--- config.mk ---
export PLATFORM = sky130hd
export DESIGN_NAME = line_gen_flat
export DESIGN_NICKNAME = d
export VERILOG_FILES = /design/src/rtl/hough_pkg.sv /design/src/rtl/line_gen_if.sv /design/src/rtl/mod_counter.sv /design/src/rtl/line_gen.sv /design/src/flat_wrapper.sv
export SDC_FILE = /design/constraint.sdc
export NUM_CORES = 1
export LEC_CHECK = 0
export ABC_AREA = 1
export CAP_MARGIN = 40
export CORE_MARGIN = 2
export CORE_UTILIZATION = 50
export CTS_CLUSTER_DIAMETER = 120
export CTS_CLUSTER_SIZE = 10
export DETAILED_ROUTE_END_ITERATION = 12
export PLACE_DENSITY = 0.71
export SLEW_MARGIN = 15
export SYNTH_ARGS = -nofsm -noshare
export SYNTH_HDL_FRONTEND = slang
export SYNTH_HIERARCHICAL = 1
export SYNTH_SLANG_ARGS = --single-unit
export TNS_END_PERCENT = 10
--- constraint.sdc ---
create_clock -name Clk -period 5.2 [get_ports Clk]
set_input_delay 0.52 -clock Clk [delete_from_list [all_inputs] [get_ports Clk]]
set_output_delay 0.52 -clock Clk [all_outputs]
set_load 0.01 [all_outputs]
--- src/rtl/hough_pkg.sv ---
// Shared types and helpers for the Hough image-path front end:
// line timing state encoding, geometry width and the configuration legality check.
package hough_pkg;

  localparam int unsigned W_BITS = 8;

  typedef enum logic [1:0] {
    ST_IDLE   = 2'd0,
    ST_ACTIVE = 2'd1,
    ST_BLANK  = 2'd2
  } lg_state_t;

  // Period is summed one bit wider so Width+Blank cannot wrap before the limit check.
  function automatic logic cfg_legal(input logic [W_BITS-1:0] width,
                                     input logic [W_BITS-1:0] blank,
                                     input logic [W_BITS-1:0] height);
    logic [W_BITS:0] sum;
    sum = {1'b0, width} + {1'b0, blank};
    return (width != '0) && (height != '0) &&
           (sum <= (W_BITS+1)'((1 << W_BITS) - 1));
  endfunction

endpackage

--- src/rtl/line_gen_if.sv ---
// Line timing bundle: frame request/geometry in, pixel timing and status out.
interface line_gen_if;
  import hough_pkg::*;

  logic              Start;
  logic [W_BITS-1:0] Width;
  logic [W_BITS-1:0] Blank;
  logic [W_BITS-1:0] Height;
  logic              Busy;
  logic              Valid;
  logic [W_BITS-1:0] X;
  logic [W_BITS-1:0] Y;
  logic              Line;
  logic              Frame;
  logic              Err;

  modport master (
    input  Start, Width, Blank, Height,
    output Busy, Valid, X, Y, Line, Frame, Err
  );

  modport slave (
    output Start, Width, Blank, Height,
    input  Busy, Valid, X, Y, Line, Frame, Err
  );

endinterface

--- src/rtl/mod_counter.sv ---
// Loadable terminal-count counter: counts 0..term, with clear, enable and
// last/penultimate/single-count flags used for one-cycle-ahead pulse generation.
module mod_counter #(
  parameter int unsigned W = 8
) (
  input  logic         i_clk,
  input  logic         i_rst_n,
  input  logic         i_load,
  input  logic [W-1:0] i_term,
  input  logic         i_clr,
  input  logic         i_en,
  output logic [W-1:0] o_q,
  output logic         o_last,
  output logic         o_penult,
  output logic         o_single
);

  logic [W-1:0] r_q;
  logic [W-1:0] r_term;

  always_ff @(posedge i_clk or negedge i_rst_n) begin
    if (!i_rst_n) begin
      r_q    <= '0;
      r_term <= '0;
    end else begin
      if (i_load) r_term <= i_term;
      if (i_clr)     r_q <= '0;
      else if (i_en) r_q <= o_last ? '0 : r_q + 1'b1;
    end
  end

  assign o_q      = r_q;
  assign o_last   = (r_q == r_term);
  assign o_penult = (({1'b0, r_q} + 1'b1) == {1'b0, r_term});
  assign o_single = (r_term == '0);

endmodule

--- src/rtl/line_gen.sv ---
// Line-synchronised pixel timing source: one Start yields Height lines of
// Width active cycles plus Blank idle cycles, with registered Line/Frame pulses.
module line_gen
  import hough_pkg::*;
(
  input  logic       Clk,
  input  logic       nReset,
  line_gen_if.master bus
);

  lg_state_t         r_state;
  logic              r_busy, r_valid, r_line, r_frame, r_err, r_has_blank;
  lg_state_t         w_nxt_state;
  logic              w_nxt_busy, w_nxt_valid, w_nxt_line, w_nxt_frame, w_nxt_err;
  logic              w_load, w_eol, w_cfg_ok;
  logic              w_x_clr, w_x_en, w_b_clr, w_b_en, w_y_clr, w_y_en;
  logic [W_BITS-1:0] w_x_q, w_b_q, w_y_q;
  logic              w_x_last, w_x_penult, w_x_single;
  logic              w_b_last, w_b_penult, w_b_single;
  logic              w_y_last, w_y_penult, w_y_single;
  logic              w_unused;

  assign w_cfg_ok = cfg_legal(bus.Width, bus.Blank, bus.Height);
  assign w_unused = &{1'b0, w_y_single, w_b_q};

  mod_counter #(.W(W_BITS)) u_x_cnt (
    .i_clk(Clk), .i_rst_n(nReset), .i_load(w_load), .i_term(bus.Width - 1'b1),
    .i_clr(w_x_clr), .i_en(w_x_en), .o_q(w_x_q),
    .o_last(w_x_last), .o_penult(w_x_penult), .o_single(w_x_single)
  );

  mod_counter #(.W(W_BITS)) u_b_cnt (
    .i_clk(Clk), .i_rst_n(nReset), .i_load(w_load), .i_term(bus.Blank - 1'b1),
    .i_clr(w_b_clr), .i_en(w_b_en), .o_q(w_b_q),
    .o_last(w_b_last), .o_penult(w_b_penult), .o_single(w_b_single)
  );

  mod_counter #(.W(W_BITS)) u_y_cnt (
    .i_clk(Clk), .i_rst_n(nReset), .i_load(w_load), .i_term(bus.Height - 1'b1),
    .i_clr(w_y_clr), .i_en(w_y_en), .o_q(w_y_q),
    .o_last(w_y_last), .o_penult(w_y_penult), .o_single(w_y_single)
  );

  // Line/Frame are registered, so each is decided one cycle early from the
  // counters' penultimate flags; X and blank counts sit at 0 outside their state.
  always_comb begin
    w_nxt_state = r_state;
    w_nxt_busy  = r_busy;
    w_nxt_valid = 1'b0;
    w_nxt_line  = 1'b0;
    w_nxt_frame = 1'b0;
    w_nxt_err   = 1'b0;
    w_load      = 1'b0;
    w_eol       = 1'b0;
    w_x_clr     = 1'b0;
    w_x_en      = 1'b0;
    w_b_clr     = 1'b0;
    w_b_en      = 1'b0;
    w_y_clr     = 1'b0;
    w_y_en      = 1'b0;
    unique case (r_state)
      ST_IDLE: begin
        if (bus.Start) begin
          if (w_cfg_ok) begin
            w_load      = 1'b1;
            w_nxt_state = ST_ACTIVE;
            w_nxt_busy  = 1'b1;
            w_nxt_valid = 1'b1;
            w_nxt_line  = (bus.Width == W_BITS'(1)) && (bus.Blank == '0);
            w_nxt_frame = w_nxt_line && (bus.Height == W_BITS'(1));
          end else begin
            w_nxt_err = 1'b1;
          end
        end
      end
      ST_ACTIVE: begin
        if (!w_x_last) begin
          w_x_en      = 1'b1;
          w_nxt_valid = 1'b1;
          w_nxt_line  = w_x_penult && !r_has_blank;
          w_nxt_frame = w_nxt_line && w_y_last;
        end else if (r_has_blank) begin
          w_x_clr     = 1'b1;
          w_nxt_state = ST_BLANK;
          w_nxt_line  = w_b_single;
          w_nxt_frame = w_nxt_line && w_y_last;
        end else begin
          w_eol = 1'b1;
        end
      end
      ST_BLANK: begin
        if (!w_b_last) begin
          w_b_en      = 1'b1;
          w_nxt_line  = w_b_penult;
          w_nxt_frame = w_nxt_line && w_y_last;
        end else begin
          w_eol = 1'b1;
        end
      end
      default: w_nxt_state = ST_IDLE;
    endcase
    if (w_eol) begin
      w_x_clr = 1'b1;
      w_b_clr = 1'b1;
      if (w_y_last) begin
        w_nxt_state = ST_IDLE;
        w_nxt_busy  = 1'b0;
        w_y_clr     = 1'b1;
      end else begin
        w_y_en      = 1'b1;
        w_nxt_state = ST_ACTIVE;
        w_nxt_valid = 1'b1;
        w_nxt_line  = w_x_single && !r_has_blank;
        w_nxt_frame = w_nxt_line && w_y_penult;
      end
    end
  end

  always_ff @(posedge Clk or negedge nReset) begin
    if (!nReset) begin
      r_state     <= ST_IDLE;
      r_busy      <= 1'b0;
      r_valid     <= 1'b0;
      r_line      <= 1'b0;
      r_frame     <= 1'b0;
      r_err       <= 1'b0;
      r_has_blank <= 1'b0;
    end else begin
      r_state <= w_nxt_state;
      r_busy  <= w_nxt_busy;
      r_valid <= w_nxt_valid;
      r_line  <= w_nxt_line;
      r_frame <= w_nxt_frame;
      r_err   <= w_nxt_err;
      if (w_load) r_has_blank <= (bus.Blank != '0);
    end
  end

  assign bus.Busy  = r_busy;
  assign bus.Valid = r_valid;
  assign bus.X     = w_x_q;
  assign bus.Y     = w_y_q;
  assign bus.Line  = r_line;
  assign bus.Frame = r_frame;
  assign bus.Err   = r_err;

endmodule

--- src/flat_wrapper.sv ---
// flat-port wrapper written by rule: the top's interface ports become plain ports
module line_gen_flat import hough_pkg::*;
  (Clk, nReset, bus_Start, bus_Width, bus_Blank, bus_Height, bus_Busy, bus_Valid, bus_X, bus_Y, bus_Line, bus_Frame, bus_Err);
  line_gen_if bus_i ();
  input  logic Clk;
  input  logic nReset;
  input wire logic [$bits(bus_i.Start)-1:0] bus_Start;
  input wire logic [$bits(bus_i.Width)-1:0] bus_Width;
  input wire logic [$bits(bus_i.Blank)-1:0] bus_Blank;
  input wire logic [$bits(bus_i.Height)-1:0] bus_Height;
  output wire logic [$bits(bus_i.Busy)-1:0] bus_Busy;
  output wire logic [$bits(bus_i.Valid)-1:0] bus_Valid;
  output wire logic [$bits(bus_i.X)-1:0] bus_X;
  output wire logic [$bits(bus_i.Y)-1:0] bus_Y;
  output wire logic [$bits(bus_i.Line)-1:0] bus_Line;
  output wire logic [$bits(bus_i.Frame)-1:0] bus_Frame;
  output wire logic [$bits(bus_i.Err)-1:0] bus_Err;
  assign bus_i.Start = bus_Start;
  assign bus_i.Width = bus_Width;
  assign bus_i.Blank = bus_Blank;
  assign bus_i.Height = bus_Height;
  assign bus_Busy = bus_i.Busy;
  assign bus_Valid = bus_i.Valid;
  assign bus_X = bus_i.X;
  assign bus_Y = bus_i.Y;
  assign bus_Line = bus_i.Line;
  assign bus_Frame = bus_i.Frame;
  assign bus_Err = bus_i.Err;
  line_gen u_core (.Clk(Clk), .nReset(nReset), .bus(bus_i));
endmodule
==> results.json <==
{
  "rsz0062_at_grt": "false",
  "post-route-drc-count": 0,
  "drt_first_pass_iters": 4,
  "avgSynthCellArea_um2": 6.61,
  "power.clock.fraction": 0.127,
  "peakVddDrop_mv": 0.303,
  "finalHoldViolCount": 0,
  "syn2layout_area_growth_pct": 14.4,
  "start_util": 0.515,
  "root_buffer": "clkbuf_8",
  "maxCapViolCount": 0,
  "antenna_found_initial": 0,
  "powerDensity_nw_per_um2": 384,
  "vias_per_cell": 5.00,
  "p_leak_nw": 2.67,
  "dp.cells": 824,
  "grt-ovfl-total": 0,
  "netlist_area_um2": 4470,
  "tns_ns": 0,
  "cp-end-kind": "flip-flop",
  "rows": 34,
  "numClockSinks": 56,
  "crit_arrival_ns": 3.04,
  "rr_endpoint": "u_core/u_y_cnt/o_q[4]",
  "core_region_area_um2": 8680,
  "dieArea_um2": 9720,
  "setup_viol": 0,
  "drive_above_1_share": 0.0622,
  "period_share": 0.535,
  "path_class": "flip-flop to flip-flop",
  "power_switching_w": 0.000889,
  "synth_nets": 725,
  "slew_viol_final": 0,
  "p_comb_frac": 0.491,
  "crit_required_ns": 5.46,
  "postCtsSetupBuffers": 0,
  "n_fill_cell": 850,
  "final.setup_skew_ns": 0.00850,
  "syn_inst": 677,
  "layout_common_cells": "230 x nand2_1, 104 x inv_1, 64 x nor2_1",
  "ctsHoldBuffers": 0,
  "diodes": 0,
  "io-pin-count": 48,
  "ctsHtreeMaxLevel": 2,
  "cts-buffers-inserted": 5,
  "io_buffers": 47,
  "crit_fanout": 9,
  "vias": 4157,
  "cts_tree": "done",
  "reg2reg_depth": 15,
  "grt_pass1_vias": 4001,
  "antenna_left": 0,
  "relSlewSlack": 0.510,
  "hpwlAfterDp_um": 7770,
  "min_path_type": "primary input to asynchronous set/reset pin",
  "grt_max_degree": 57,
  "worstSetupStartpointType": "flip-flop",
  "rrSetupSlack_ns": 2.42,
  "swShare": 0.452,
  "yosysWarnings": 6,
  "clkTransAtPathRegs_ns": 0.10,
  "place_congestion": 0.911,
  "routedWlPerCell_um": 12.0,
  "final_net_count": 771,
  "min_period_ns": 2.78,
  "track_usage": 0.218,
  "grt_first_pass_wirelength_um": 17800,
  "die_w_um": 98.6,
  "pwr-share-seq": 0.381,
  "die_h_um": 98.6,
  "cts_resized": 0,
  "clockBufferDepth": 2,
  "p_int_w": 0.00108,
  "fmax_mhz": 359,
  "first_iter_violations": 134,
  "status": "complete, no violations",
  "insertion_delay_ns": 0.31,
  "layout_commonest_cell": "nand2_1",
  "stdcell_count": 832,
  "reg2reg_from": "u_core/u_x_cnt/o_q[3]",
  "tightestPinTransition_ns": 0.734,
  "wl_um": 10000
}
==> routing by layer <==
layer | track usage | vias up | part of all wire | routed length [um]
met4 | 0.0664 | 0 | 0.017 | 170
met3 | 0.0319 | 17 | 0.039 | 386
met2 | 0.368 | 87 | 0.46 | 4610
met1 | 0.292 | 1901 | 0.48 | 4830
met5 | 0 | - | 0 | 0
li1 | - | 2152 | - | -
==> cell type report <==
| cell class | instances | area (um^2) | area share |
|---|---|---|---|
| Clock buffer | 7 | 86.3 | 0.0169 |
| Sequential cell | 56 | 1400 | 0.274 |
| Multi-Input combinational cell | 498 | 2580 | 0.505 |
| Inverter | 114 | 429 | 0.0839 |
| Timing Repair Buffer | 48 | 473 | 0.0924 |
| Tap cell | 108 | 135 | 0.0264 |
| Clock inverter | 1 | 7.51 | 0.00147 |
==> worst max-delay path, cell delays in order, from the launching register on <==
cell and delay (ns):
dfrtp_1 0.47, inv_1 0.15, nand2_1 0.09, nand2_1 0.08, nand3_1 0.06, nor2_1 0.13, nand2_2 0.15, inv_1 0.13
nand3_1 0.09, nand2_1 0.08, nand2_2 0.12, nor2_1 0.20, nor2_1 0.20, nor2_1 0.53, nand3_1 0.17, nand2_1 0.08
==> worst max path at each step <==
stage,start,slack [ns],depth (start not counted),to
floorplan,u_core/u_x_cnt/o_q[5],2.99,14,u_core/u_y_cnt/o_q[0]
global placement,bus_Width[0],2.42,12,u_core/u_b_cnt/r_term[1]
detailed placement,bus_Width[0],2.31,11,u_core/u_b_cnt/r_term[4]
CTS,u_core/u_x_cnt/o_q[3],2.41,15,u_core/u_x_cnt/o_q[4]
global route,u_core/u_x_cnt/o_q[3],2.04,15,u_core/u_y_cnt/o_q[0]
finish,u_core/u_x_cnt/o_q[3],2.42,15,u_core/u_y_cnt/o_q[4]
==> flip-flops by register name, indices dropped and copies added, names as in the netlist <==
signal                 count
u_core/bus.Frame           1
u_core/u_b_cnt/o_q         8
u_core/u_x_cnt/o_q         8
u_core/u_y_cnt/o_q         8
u_core/bus.Busy            1
u_core/r_has_blank         1
u_core/u_x_cnt/r_term      8
u_core/bus.Err             1
u_core/u_b_cnt/r_term      8
u_core/r_state             2
u_core/bus.Valid           1
u_core/u_y_cnt/r_term      8
u_core/bus.Line            1
==> power by group through the flow <==
stage | clock network (W) | logic [W] | registers (W)
finish | 0.000251 | 0.000967 | 0.000750
global placement | 0 | 0.000945 | 0.000754
detailed placement | 0 | 0.000970 | 0.000754
global route | 0.000284 | 0.00112 | 0.000777
CTS | 0.000263 | 0.000974 | 0.000749
floorplan | 0 | 0.000735 | 0.000713
==> metrics by stage <==
stage               hold WS, ns  utilization  worst slack (ns)  instance area (um^2)  total power (W)
finish                    0.346        0.590              2.42                  5120          0.00197
global route              0.415        0.590              2.04                  5120          0.00218
CTS                       0.379        0.590              2.41                  5120          0.00198
detailed placement        0.496        0.579              2.31                  5020          0.00172
global placement          0.494        0.579              2.42                  5020          0.00170
floorplan                 0.224            -              2.99                  4470          0.00145
(Power assumes the default switching activity.)
